==> config.mk <==
export PLATFORM = sky130hd
export DESIGN_NAME = rv_muldiv
export DESIGN_NICKNAME = d
export VERILOG_FILES = /design/src/rtl/rv_muldiv_pkg.sv /design/src/rtl/rv_muldiv_core.sv /design/src/rtl/rv_muldiv.sv
export SDC_FILE = /design/constraint.sdc
export NUM_CORES = 1
export LEC_CHECK = 0
export BUFFER_PORTS_ARGS = -buffer_cell sky130_fd_sc_hd__buf_2
export CELL_PAD_IN_SITES_DETAIL_PLACEMENT = 0
export CELL_PAD_IN_SITES_GLOBAL_PLACEMENT = 1
export CORE_MARGIN = 4
export CORE_UTILIZATION = 51
export DETAILED_ROUTE_END_ITERATION = 12
export PLACE_DENSITY = 0.91
export SYNTH_ARGS = -nofsm -noshare
export SYNTH_HDL_FRONTEND = slang
export SYNTH_SLANG_ARGS = --single-unit
==> constraint.sdc <==
create_clock -name clk_i -period 17.1 [get_ports clk_i]
set_input_delay 3.42 -clock clk_i [delete_from_list [all_inputs] [get_ports clk_i]]
set_output_delay 3.42 -clock clk_i [all_outputs]
set_load 0.02 [all_outputs]
==> src/rtl/rv_muldiv_pkg.sv <==
// rv_muldiv_pkg: shared definitions for the iterative M-extension unit.
// funct3 encodings, FSM state type, captured-operation bundle, decode helpers.
package rv_muldiv_pkg;

    localparam logic [2:0] FUNC_MUL    = 3'd0;
    localparam logic [2:0] FUNC_MULH   = 3'd1;
    localparam logic [2:0] FUNC_MULHSU = 3'd2;
    localparam logic [2:0] FUNC_MULHU  = 3'd3;
    localparam logic [2:0] FUNC_DIV    = 3'd4;
    localparam logic [2:0] FUNC_DIVU   = 3'd5;
    localparam logic [2:0] FUNC_REM    = 3'd6;
    localparam logic [2:0] FUNC_REMU   = 3'd7;

    typedef enum logic [1:0] {
        MD_IDLE = 2'd0,
        MD_BUSY = 2'd1,
        MD_DONE = 2'd2
    } md_state_t;

    // Operation context kept while the core iterates.
    typedef struct packed {
        logic [2:0] fun;
        logic       neg_res;
        logic       rem_neg;
    } md_op_t;

    function automatic logic rs1_signed(input logic [2:0] fun);
        return (fun == FUNC_MULH) || (fun == FUNC_MULHSU) ||
               (fun == FUNC_DIV)  || (fun == FUNC_REM);
    endfunction

    function automatic logic rs2_signed(input logic [2:0] fun);
        return (fun == FUNC_MULH) || (fun == FUNC_DIV) ||
               (fun == FUNC_REM);
    endfunction

endpackage

==> src/rtl/rv_muldiv_core.sv <==
// rv_muldiv_core: unsigned shift-add multiplier / restoring divider datapath.
// Ports: i_clk, i_rst (sync, high), i_clr (abort), i_start, i_is_div,
//        i_a_mag/i_b_mag (operand magnitudes); o_last (final step this
//        cycle), o_prod/o_quo/o_rem (values after the current step).
module rv_muldiv_core
    import rv_muldiv_pkg::*;
#(
    parameter int XLEN       = 32,
    parameter int MUL_UNROLL = 1
) (
    input  logic              i_clk,
    input  logic              i_rst,
    input  logic              i_clr,
    input  logic              i_start,
    input  logic              i_is_div,
    input  logic [XLEN-1:0]   i_a_mag,
    input  logic [XLEN-1:0]   i_b_mag,
    output logic              o_last,
    output logic [2*XLEN-1:0] o_prod,
    output logic [XLEN-1:0]   o_quo,
    output logic [XLEN-1:0]   o_rem
);

    localparam int CW = $clog2(XLEN + 1);
    localparam logic [CW-1:0] MUL_CNT = CW'(XLEN / MUL_UNROLL);
    localparam logic [CW-1:0] DIV_CNT = CW'(XLEN);

    logic [CW-1:0]     r_cnt;
    logic              r_is_div;
    logic [2*XLEN-1:0] r_acc;
    logic [2*XLEN-1:0] r_mcand;
    logic [XLEN-1:0]   r_mplier;
    logic [XLEN-1:0]   r_quo;
    logic [XLEN:0]     r_rem;
    logic [XLEN-1:0]   r_dvsr;

    logic [2*XLEN-1:0] w_acc_nxt;
    logic [XLEN:0]     w_shift;
    logic [XLEN:0]     w_diff;
    logic              w_ge;
    logic [XLEN:0]     w_rem_nxt;
    logic [XLEN-1:0]   w_quo_nxt;
    logic              w_unused;

    // Retire MUL_UNROLL multiplier bits into the accumulator.
    always_comb begin
        w_acc_nxt = r_acc;
        for (int j = 0; j < MUL_UNROLL; j++) begin
            if (r_mplier[j]) begin
                w_acc_nxt = w_acc_nxt + (r_mcand << j);
            end
        end
    end

    // Restoring step: r_quo shifts dividend bits out, quotient bits in.
    assign w_shift   = {r_rem[XLEN-1:0], r_quo[XLEN-1]};
    assign w_ge      = (w_shift >= {1'b0, r_dvsr});
    assign w_diff    = w_shift - {1'b0, r_dvsr};
    assign w_rem_nxt = w_ge ? w_diff : w_shift;
    assign w_quo_nxt = {r_quo[XLEN-2:0], w_ge};

    always_ff @(posedge i_clk) begin
        if (i_rst) begin
            r_cnt    <= '0;
            r_is_div <= 1'b0;
            r_acc    <= '0;
            r_mcand  <= '0;
            r_mplier <= '0;
            r_quo    <= '0;
            r_rem    <= '0;
            r_dvsr   <= '0;
        end else if (i_clr) begin
            r_cnt <= '0;
        end else if (i_start) begin
            r_cnt    <= i_is_div ? DIV_CNT : MUL_CNT;
            r_is_div <= i_is_div;
            r_acc    <= '0;
            r_mcand  <= {{XLEN{1'b0}}, i_a_mag};
            r_mplier <= i_b_mag;
            r_quo    <= i_a_mag;
            r_rem    <= '0;
            r_dvsr   <= i_b_mag;
        end else if (r_cnt != '0) begin
            r_cnt <= r_cnt - CW'(1);
            if (r_is_div) begin
                r_quo <= w_quo_nxt;
                r_rem <= w_rem_nxt;
            end else begin
                r_acc    <= w_acc_nxt;
                r_mcand  <= r_mcand << MUL_UNROLL;
                r_mplier <= r_mplier >> MUL_UNROLL;
            end
        end
    end

    // Remainder never exceeds the divisor, so its top bit stays clear.
    assign w_unused = ^{r_rem[XLEN], w_rem_nxt[XLEN]};

    assign o_last = (r_cnt == CW'(1));
    assign o_prod = w_acc_nxt;
    assign o_quo  = w_quo_nxt;
    assign o_rem  = w_rem_nxt[XLEN-1:0];

endmodule

==> src/rtl/rv_muldiv.sv <==
// rv_muldiv: iterative RV M-extension unit with stall/hold handshake.
// Ports: clk_i, rst_i, d_valid_i, d_is_muldiv_i, d_fun_i, rs1_i, rs2_i,
//        x_stall_i, x_kill_i; stall_req_o, result_o, result_valid_o.
module rv_muldiv
    import rv_muldiv_pkg::*;
#(
    parameter int XLEN       = 32,
    parameter int MUL_UNROLL = 1
) (
    input  logic            clk_i,
    input  logic            rst_i,
    input  logic            d_valid_i,
    input  logic            d_is_muldiv_i,
    input  logic [2:0]      d_fun_i,
    input  logic [XLEN-1:0] rs1_i,
    input  logic [XLEN-1:0] rs2_i,
    input  logic            x_stall_i,
    input  logic            x_kill_i,
    output logic            stall_req_o,
    output logic [XLEN-1:0] result_o,
    output logic            result_valid_o
);

    localparam logic [XLEN-1:0] INT_MIN = {1'b1, {(XLEN-1){1'b0}}};

    md_state_t       r_state;
    md_state_t       w_state_nxt;
    md_op_t          r_op;
    logic [XLEN-1:0] r_result;

    logic              w_req;
    logic              w_idle;
    logic              w_busy;
    logic              w_is_div;
    logic              w_is_rem;
    logic              w_a_neg;
    logic              w_b_neg;
    logic [XLEN-1:0]   w_a_mag;
    logic [XLEN-1:0]   w_b_mag;
    logic              w_div0;
    logic              w_ovf;
    logic              w_special;
    logic [XLEN-1:0]   w_special_res;
    logic              w_start;
    logic              w_load_special;
    logic              w_load_final;
    logic              w_core_last;
    logic [2*XLEN-1:0] w_prod;
    logic [XLEN-1:0]   w_quo;
    logic [XLEN-1:0]   w_rem;
    logic [2*XLEN-1:0] w_prod_s;
    logic [XLEN-1:0]   w_quo_s;
    logic [XLEN-1:0]   w_rem_s;
    logic [XLEN-1:0]   w_final_res;

    assign w_req  = d_valid_i & d_is_muldiv_i & ~x_kill_i;
    assign w_idle = (r_state == MD_IDLE);
    assign w_busy = (r_state == MD_BUSY);

    assign w_is_div = d_fun_i[2];
    assign w_is_rem = d_fun_i[1];
    assign w_a_neg  = rs1_signed(d_fun_i) & rs1_i[XLEN-1];
    assign w_b_neg  = rs2_signed(d_fun_i) & rs2_i[XLEN-1];
    assign w_a_mag  = w_a_neg ? (~rs1_i + 1'b1) : rs1_i;
    assign w_b_mag  = w_b_neg ? (~rs2_i + 1'b1) : rs2_i;

    // Divide-by-zero and INT_MIN / -1 bypass the iterative core.
    assign w_div0 = w_is_div & (rs2_i == '0);
    assign w_ovf  = w_is_div & ~d_fun_i[0] &
                    (rs1_i == INT_MIN) & (rs2_i == '1);
    assign w_special = w_div0 | w_ovf;

    always_comb begin
        w_special_res = '0;
        unique case (1'b1)
            w_div0:  w_special_res = w_is_rem ? rs1_i : '1;
            w_ovf:   w_special_res = w_is_rem ? '0 : rs1_i;
            default: w_special_res = '0;
        endcase
    end

    assign w_start        = w_idle & w_req & ~w_special;
    assign w_load_special = w_idle & w_req & w_special;
    assign w_load_final   = w_busy & w_core_last & ~x_kill_i;

    rv_muldiv_core #(
        .XLEN       (XLEN),
        .MUL_UNROLL (MUL_UNROLL)
    ) u_core (
        .i_clk    (clk_i),
        .i_rst    (rst_i),
        .i_clr    (x_kill_i),
        .i_start  (w_start),
        .i_is_div (w_is_div),
        .i_a_mag  (w_a_mag),
        .i_b_mag  (w_b_mag),
        .o_last   (w_core_last),
        .o_prod   (w_prod),
        .o_quo    (w_quo),
        .o_rem    (w_rem)
    );

    // Two's-complement fixup of the unsigned core results.
    assign w_prod_s = r_op.neg_res ? (~w_prod + 1'b1) : w_prod;
    assign w_quo_s  = r_op.neg_res ? (~w_quo + 1'b1) : w_quo;
    assign w_rem_s  = r_op.rem_neg ? (~w_rem + 1'b1) : w_rem;

    always_comb begin
        w_final_res = '0;
        if (r_op.fun[2]) begin
            w_final_res = r_op.fun[1] ? w_rem_s : w_quo_s;
        end else if (r_op.fun == FUNC_MUL) begin
            w_final_res = w_prod_s[XLEN-1:0];
        end else begin
            w_final_res = w_prod_s[2*XLEN-1:XLEN];
        end
    end

    always_comb begin
        w_state_nxt = r_state;
        unique case (r_state)
            MD_IDLE: begin
                if (w_req) begin
                    w_state_nxt = w_special ? MD_DONE : MD_BUSY;
                end
            end
            MD_BUSY: begin
                if (w_core_last) begin
                    w_state_nxt = MD_DONE;
                end
            end
            MD_DONE: begin
                if (!x_stall_i) begin
                    w_state_nxt = MD_IDLE;
                end
            end
            default: w_state_nxt = MD_IDLE;
        endcase
        if (x_kill_i) begin
            w_state_nxt = MD_IDLE;
        end
    end

    always_ff @(posedge clk_i) begin
        if (rst_i) begin
            r_state <= MD_IDLE;
        end else begin
            r_state <= w_state_nxt;
        end
    end

    always_ff @(posedge clk_i) begin
        if (rst_i) begin
            r_op <= '0;
        end else if (w_idle && w_req) begin
            r_op.fun     <= d_fun_i;
            r_op.neg_res <= w_a_neg ^ w_b_neg;
            r_op.rem_neg <= w_a_neg;
        end
    end

    always_ff @(posedge clk_i) begin
        if (rst_i) begin
            r_result <= '0;
        end else if (w_load_special) begin
            r_result <= w_special_res;
        end else if (w_load_final) begin
            r_result <= w_final_res;
        end
    end

    assign stall_req_o    = ~x_kill_i & ((w_idle & w_req) | w_busy);
    assign result_o       = r_result;
    assign result_valid_o = (r_state == MD_DONE);

endmodule

==> impl_metrics.ini, run 1 <==
[clocking]
cts_tree = built
postCtsHoldBufs = 0
cts-buffers-inserted = 38
clk_pin_slew_ps = 60
clock_sinks = 302
htree_levels = 2
clkLatencyLatePin_ps = 580
cts_root_buffer = clkbuf_16
clk_path_buf_depth = 3
cts_resized = 0
post-cts-setup-buffers = 0

[die]
die_area_um2 = 54210
core_um2 = 50070
placementRows = 82
start_util = 0.5149
dieWidth_um = 232.8
die-height_um = 232.8
io_pins = 107

[final_layout]
stdcell_count = 4219
layout.nets = 3697
multi_input_area_um2 = 18440
diodes = 0
seq_area_um2 = 6051
n_fill_cell = 5016
synthToLayoutAreaGrowth_pct = 7.721
fin_util = 0.5547
drive_gt1_frac = 0.08824

[routing]
dr_wl_met2_um = 47270
highest_layer = met5
detail_route.wl_per_cell_um = 24.43
num_vias = 27970
first_iter_violations = 2901
drc = 0
ant_nets = 0
wl_met3_um = 8536
drt-total-wl_um = 103100
drt-vias-per-instance = 6.630
drt_pass1_iterations = 6
m1WireLength_um = 41530

[worst_setup_path]
reg2reg_depth = 18
crit_path_frequent_cell = buf_2
r2r_end = result_o[30]
timing_worst_setup_path_type = in2out
cp.arrival_ps = 4530
critPathTopFamily = simple AND/OR/NAND/NOR gates
crit_required_ps = 13680
crit_fanout = 11
worst_setup_path_start_kind = input port
slowest_stage = or3_1
path_cells = buf_2, nand3b_1, or3_1, nand2_1, buf_2
reg2reg_slack_ps = 10880
max_stage_delay_ps = 470
path_buf_inv = 2
crit_path_end_kind = primary output
r2r-start = u_core.r_rem[6]

[logic_synthesis]
synth.top_cell.area_share = 0.2345
synth_area_leaders = dfxtp_1 (23%), nand2_1 (7.4%), a21oi_1 (6.4%)
synth-async-reset-ratio = 0
ys.flop_type = dfxtp_1
synth_edf_count = 0
ys_ff_latch = 302
yosys_warnings = 0
postSynthAreaPerCell_um2 = 7.208
synth_top_area_cell = dfxtp_1
ys_types = 116
synth_area_um2 = 25780
synth_nets = 3756
synth_seq_area_share = 0.2345
syn_inst = 3577

[place]
hpwl_um = 78430
pre_cts_ws_ps = 9067
gp_congestion = 0.9646
dp_cells = 4150
io_buffers = 106

[timing]
min_period_ps = 7953
slew_headroom = 0.2097
hold_violations = 0
rsz0062_at_grt = no
max_freq_mhz = 125.7
tightest_slew_ps = 1173
period_share = 0.4651
setup_viol_count_final = 0
clock-skew-final_ps = 16.09
fin_setup_tns_ps = 0
fin_ws_ps = 9147
maxSlewViolCount = 0

[worst_hold_path]
whs_path_depth = 2
min_path_type = reg2reg
min_from = u_core.r_dvsr[12]
min_to = u_core.r_dvsr[12]

[grt]
grt_pass1_vias = 25950
grt_pass1_wl_um = 155200
grt.total_usage = 0.3656
grt.overflow.total = 0
grt_max_degree = 188
antenna_found_initial = 3

[power]
peakVddDrop_v = 0.0004194
p_leak_uw = 0.01033
p_per_area_nw_per_um2 = 142.0

[run_status]
status = finished clean

[flow_run]
max_cap_viol_count = 0
[layer usage]
layer	vias up	track usage
li1	13070	-
met1	13390	0.4572
met2	1254	0.6055
met3	260	0.06991
met4	6	0.1743
met5	-	0
[tightest hold or removal path, delay by kind of cell, from the launching register on]
| kind | cells | cell delay [ps] |
|---|---|---|
| buf+inv | 1 | 60 |
| flops | 1 | 300 |
| compound gates | 1 | 60 |
[synthesized netlist by cell type, drive strengths merged, types with 10 or more instances]
| master | n |
|---|---|
| a2111oi | 13 |
| a211o | 16 |
| a211oi | 128 |
| a21boi | 57 |
| a21o | 38 |
| a21oi | 335 |
| a221oi | 10 |
| a311oi | 14 |
| a31oi | 100 |
| and2 | 31 |
| and3 | 30 |
| buf | 62 |
| clkbuf | 178 |
| dfxtp | 302 |
| ha | 104 |
| inv | 96 |
| mux2 | 12 |
| mux2i | 88 |
| nand2 | 507 |
| nand2b | 39 |
| nand3 | 64 |
| nand4 | 67 |
| nor2 | 342 |
| nor2b | 23 |
| nor3 | 109 |
| nor4 | 41 |
| o211ai | 41 |
| o21a | 18 |
| o21ai | 215 |
| o221ai | 20 |
| o311ai | 12 |
| o31ai | 52 |
| o41ai | 18 |
| or2 | 12 |
| or3 | 45 |
| or4 | 24 |
| xnor2 | 109 |
| xor2 | 66 |
[area by class of cell]
| class | count | share of cell area |
|---|---|---|
| Multi-Input combinational cell | 2939 | 0.6639 |
| Inverter | 96 | 0.01297 |
| Timing Repair Buffer | 141 | 0.02901 |
| Sequential cell | 302 | 0.2179 |
| Tap cell | 672 | 0.03027 |
| Clock inverter | 19 | 0.007208 |
| Clock buffer | 50 | 0.03879 |
[sequential cells by signal, summed over array words and instances, names as in the netlist]
name and count:
u_core.r_mcand 64, r_op 5, u_core.r_quo 32, u_core.r_rem 32, u_core.r_cnt 6, u_core.r_mplier 32, u_core.r_acc 64, result_o 32
u_core.r_dvsr 32, r_state 2, u_core.r_is_div 1
[cell families after synthesis]
| kind of cell | share of synthesized area |
|---|---|
| mux | 0.03941 |
| xor+xnor | 0.05945 |
| fa+ha+maj | 0.05241 |
| compound gates | 0.3093 |
| simple gates | 0.2530 |
| buf+inv | 0.05197 |
| flops | 0.2345 |
[cell usage in the layout, fill, tap and decap left out, drive strengths merged, types with 13 or more instances in the layout]
cell type,n
nor3,109
a2111oi,13
o21ai,215
o21a,18
a21o,38
dfxtp,302
and3,30
a21oi,335
o221ai,20
or4,24
buf,141
nand3,64
o211ai,41
a311oi,14
nand4,67
ha,104
inv,97
nand2b,39
mux2i,88
nor2,342
a21boi,57
a31oi,100
nor2b,23
nor4,41
a211o,16
o31ai,52
a211oi,128
nand2,507
o41ai,18
xor2,66
and2,31
or3,45
xnor2,109
clkbuf,50
[worst max-delay path by stage]
stage	end	start	cells past startpoint	slack, ps
after floorplan	stall_req_o	x_kill_i	4	9440
after global placement	stall_req_o	x_kill_i	5	9160
after detailed placement	u_core.r_acc[48]	rs1_i[1]	12	9070
after CTS	stall_req_o	x_kill_i	5	9140
after global routing	stall_req_o	x_kill_i	5	9050
final	stall_req_o	x_kill_i	5	9150
[per-stage QoR]
stage / cell area [um2] / hold WS [ps] / total power (uW)
6_report: 27770 / 461.7 / 3942
5_1_grt: 27770 / 490.9 / 4158
4_1_cts: 27770 / 468.3 / 3896
3_5_place_dp: 26500 / 456.9 / 3046
3_3_place_gp: 26500 / 455.4 / 3012
2_1_floorplan: 25780 / 434.7 / 2461
[power breakdown]
part	total [uW]	switching (uW)	internal [uW]
combinational	2170	1480	689
clock	846	354	492
sequential	929	121	808
total	3940	1950	1990
(Power assumes the default switching activity.)
==> inputs of run 2 (changes only) <==
- CORE_UTILIZATION: 51 -> 42
- PLACE_DENSITY: 0.91 -> 0.8
- clock period: 17.1 -> 6.9 ns (I/O delays scaled with it)
==> impl_metrics.ini, run 2 (synthesized netlist as in run 1, its figures left out) <==
[run_status]
status = finished clean

[final_layout]
n_fill_cell = 6330
layout_common_cells = nand2_1 (504), nor2_1 (341), a21oi_1 (329)
drive_gt1_frac = 0.09004
top_regs = u_core.r_acc: 64 flops, u_core.r_mcand: 64 flops
finish.instance_area_um2 = 28030
layout_commonest_cell = nand2_1
layout.nets = 3705
synthToLayoutAreaGrowth_pct = 8.711

[clocking]
postCtsHoldBufs = 0
post-cts-setup-buffers = 0
cts_root_buffer = clkbuf_16
cts-buffers-inserted = 38
clkLatencyLatePin_ps = 590
cts_resized = 0
cts_tree = built
clk_path_buf_depth = 3
htree_levels = 2
clock_sinks = 302
clk_pin_slew_ps = 60

[place]
pre_cts_ws_ps = 1420
hpwl_um = 77990
io_buffers = 106
placed_area_um2 = 26690
gp_congestion = 0.9926

[routing]
num_vias = 27490
detail_route.wl_per_cell_um = 23.48
drt_pass1_iterations = 7
first_iter_violations = 3406
drc = 0
drt-vias-per-instance = 6.338
drt-total-wl_um = 101800
ant_nets = 0

[worst_setup_path]
crit_path_end_kind = register
cp.arrival_ps = 6120
crit_required_ps = 7420
worst_setup_path_start_kind = register
timing_worst_setup_path_type = reg2reg
crit_fanout = 13

[grt]
antenna_found_initial = 4
grt_pass1_vias = 25260
met3_usage = 0.03681
grt.total_usage = 0.2961
grt.overflow.total = 0
busiest_layer = met2
grt_use_met2 = 0.4765
met1_usage = 0.4015
grt_max_degree = 144
grt_pass1_wl_um = 154800

[power]
p_leak_uw = 0.01041
p_per_area_nw_per_um2 = 350.7
peakVddDrop_v = 0.0006796

[timing]
setup_viol_count_final = 0
min_period_ps = 5598
clock-skew-final_ps = 32.33
fin_setup_tns_ps = 0
slew_headroom = 0.2304
period_share = 0.8113
tightest_slew_ps = 1148
hold_violations = 0
maxSlewViolCount = 0
max_freq_mhz = 178.6
rsz0062_at_grt = no
fin_ws_ps = 1302

[die]
die_area_um2 = 65410
start_util = 0.4256
io_pins = 107
die-height_um = 255.8
placementRows = 90
dieWidth_um = 255.8
core_um2 = 60580

[flow_run]
max_cap_viol_count = 0

[worst_hold_path]
min_path_type = reg2reg
## run 2: area by class of cell
type,count,area (um2),area share
multi-input combinational,2939,18440,0.6578
sequential,302,6051,0.2159
clock buffer,51,1080,0.03853
tap,782,978.4,0.03491
timing repair buffer,149,865.8,0.03089
inverter,96,360.3,0.01286
clock inverter,17,252.7,0.009017
antenna,1,2.502,0.00008928
## run 2: path summary, 6_finish.rpt
kind	from	end	slack, ps	cells after the start
worst max-delay path	u_core.r_rem[6]	result_o[22]	1300	17
worst min-delay path	u_core.r_dvsr[31]	u_core.r_dvsr[31]	460	2
worst max register to register	u_core.r_rem[6]	result_o[22]	1300	17
worst min register to register	u_core.r_dvsr[31]	u_core.r_dvsr[31]	460	2
## run 2: worst max-delay path: stages, from the launching register on
cell and delay (ps):
dfxtp_1 410, ha_1 350, and3_1 280, a32o_1 350
nand2b_1 200, o211ai_1 300, nand3_2 420, o21ai_0 460
ha_1 320, or4bb_1 440, o32a_1 240, or2_1 300
or3_1 440, o21ai_1 170, xor2_1 250, o21ai_0 150
a211o_1 330, a21oi_1 110
## run 2: metal layers
metal,share of wire,vias to the layer above
met3,0.080,226
li1,-,13100
met4,0.048,2
met1,0.43,12910
met2,0.44,1253
met5,0.00011,-
## run 2: power by group
group / internal [uW] / total (uW) / switching [uW]
registers: 2000 / 2270 / 268
logic: 1730 / 5400 / 3670
clock network: 1300 / 2160 / 865
total: 5030 / 9830 / 4800
## run 2: through the flow
stage / cells / hold slack (ps) / total power [uW] / utilization
final: 4337 / 458.1 / 9830 / 0.4626
after global routing: 4336 / 486.1 / 10400 / 0.4626
after CTS: 4336 / 458.9 / 9724 / 0.4626
after detailed placement: 4268 / 450.8 / 7540 / 0.4406
after global placement: 4268 / 446.2 / 7538 / 0.4406
after floorplan: 3577 / 434.7 / 6098 / -
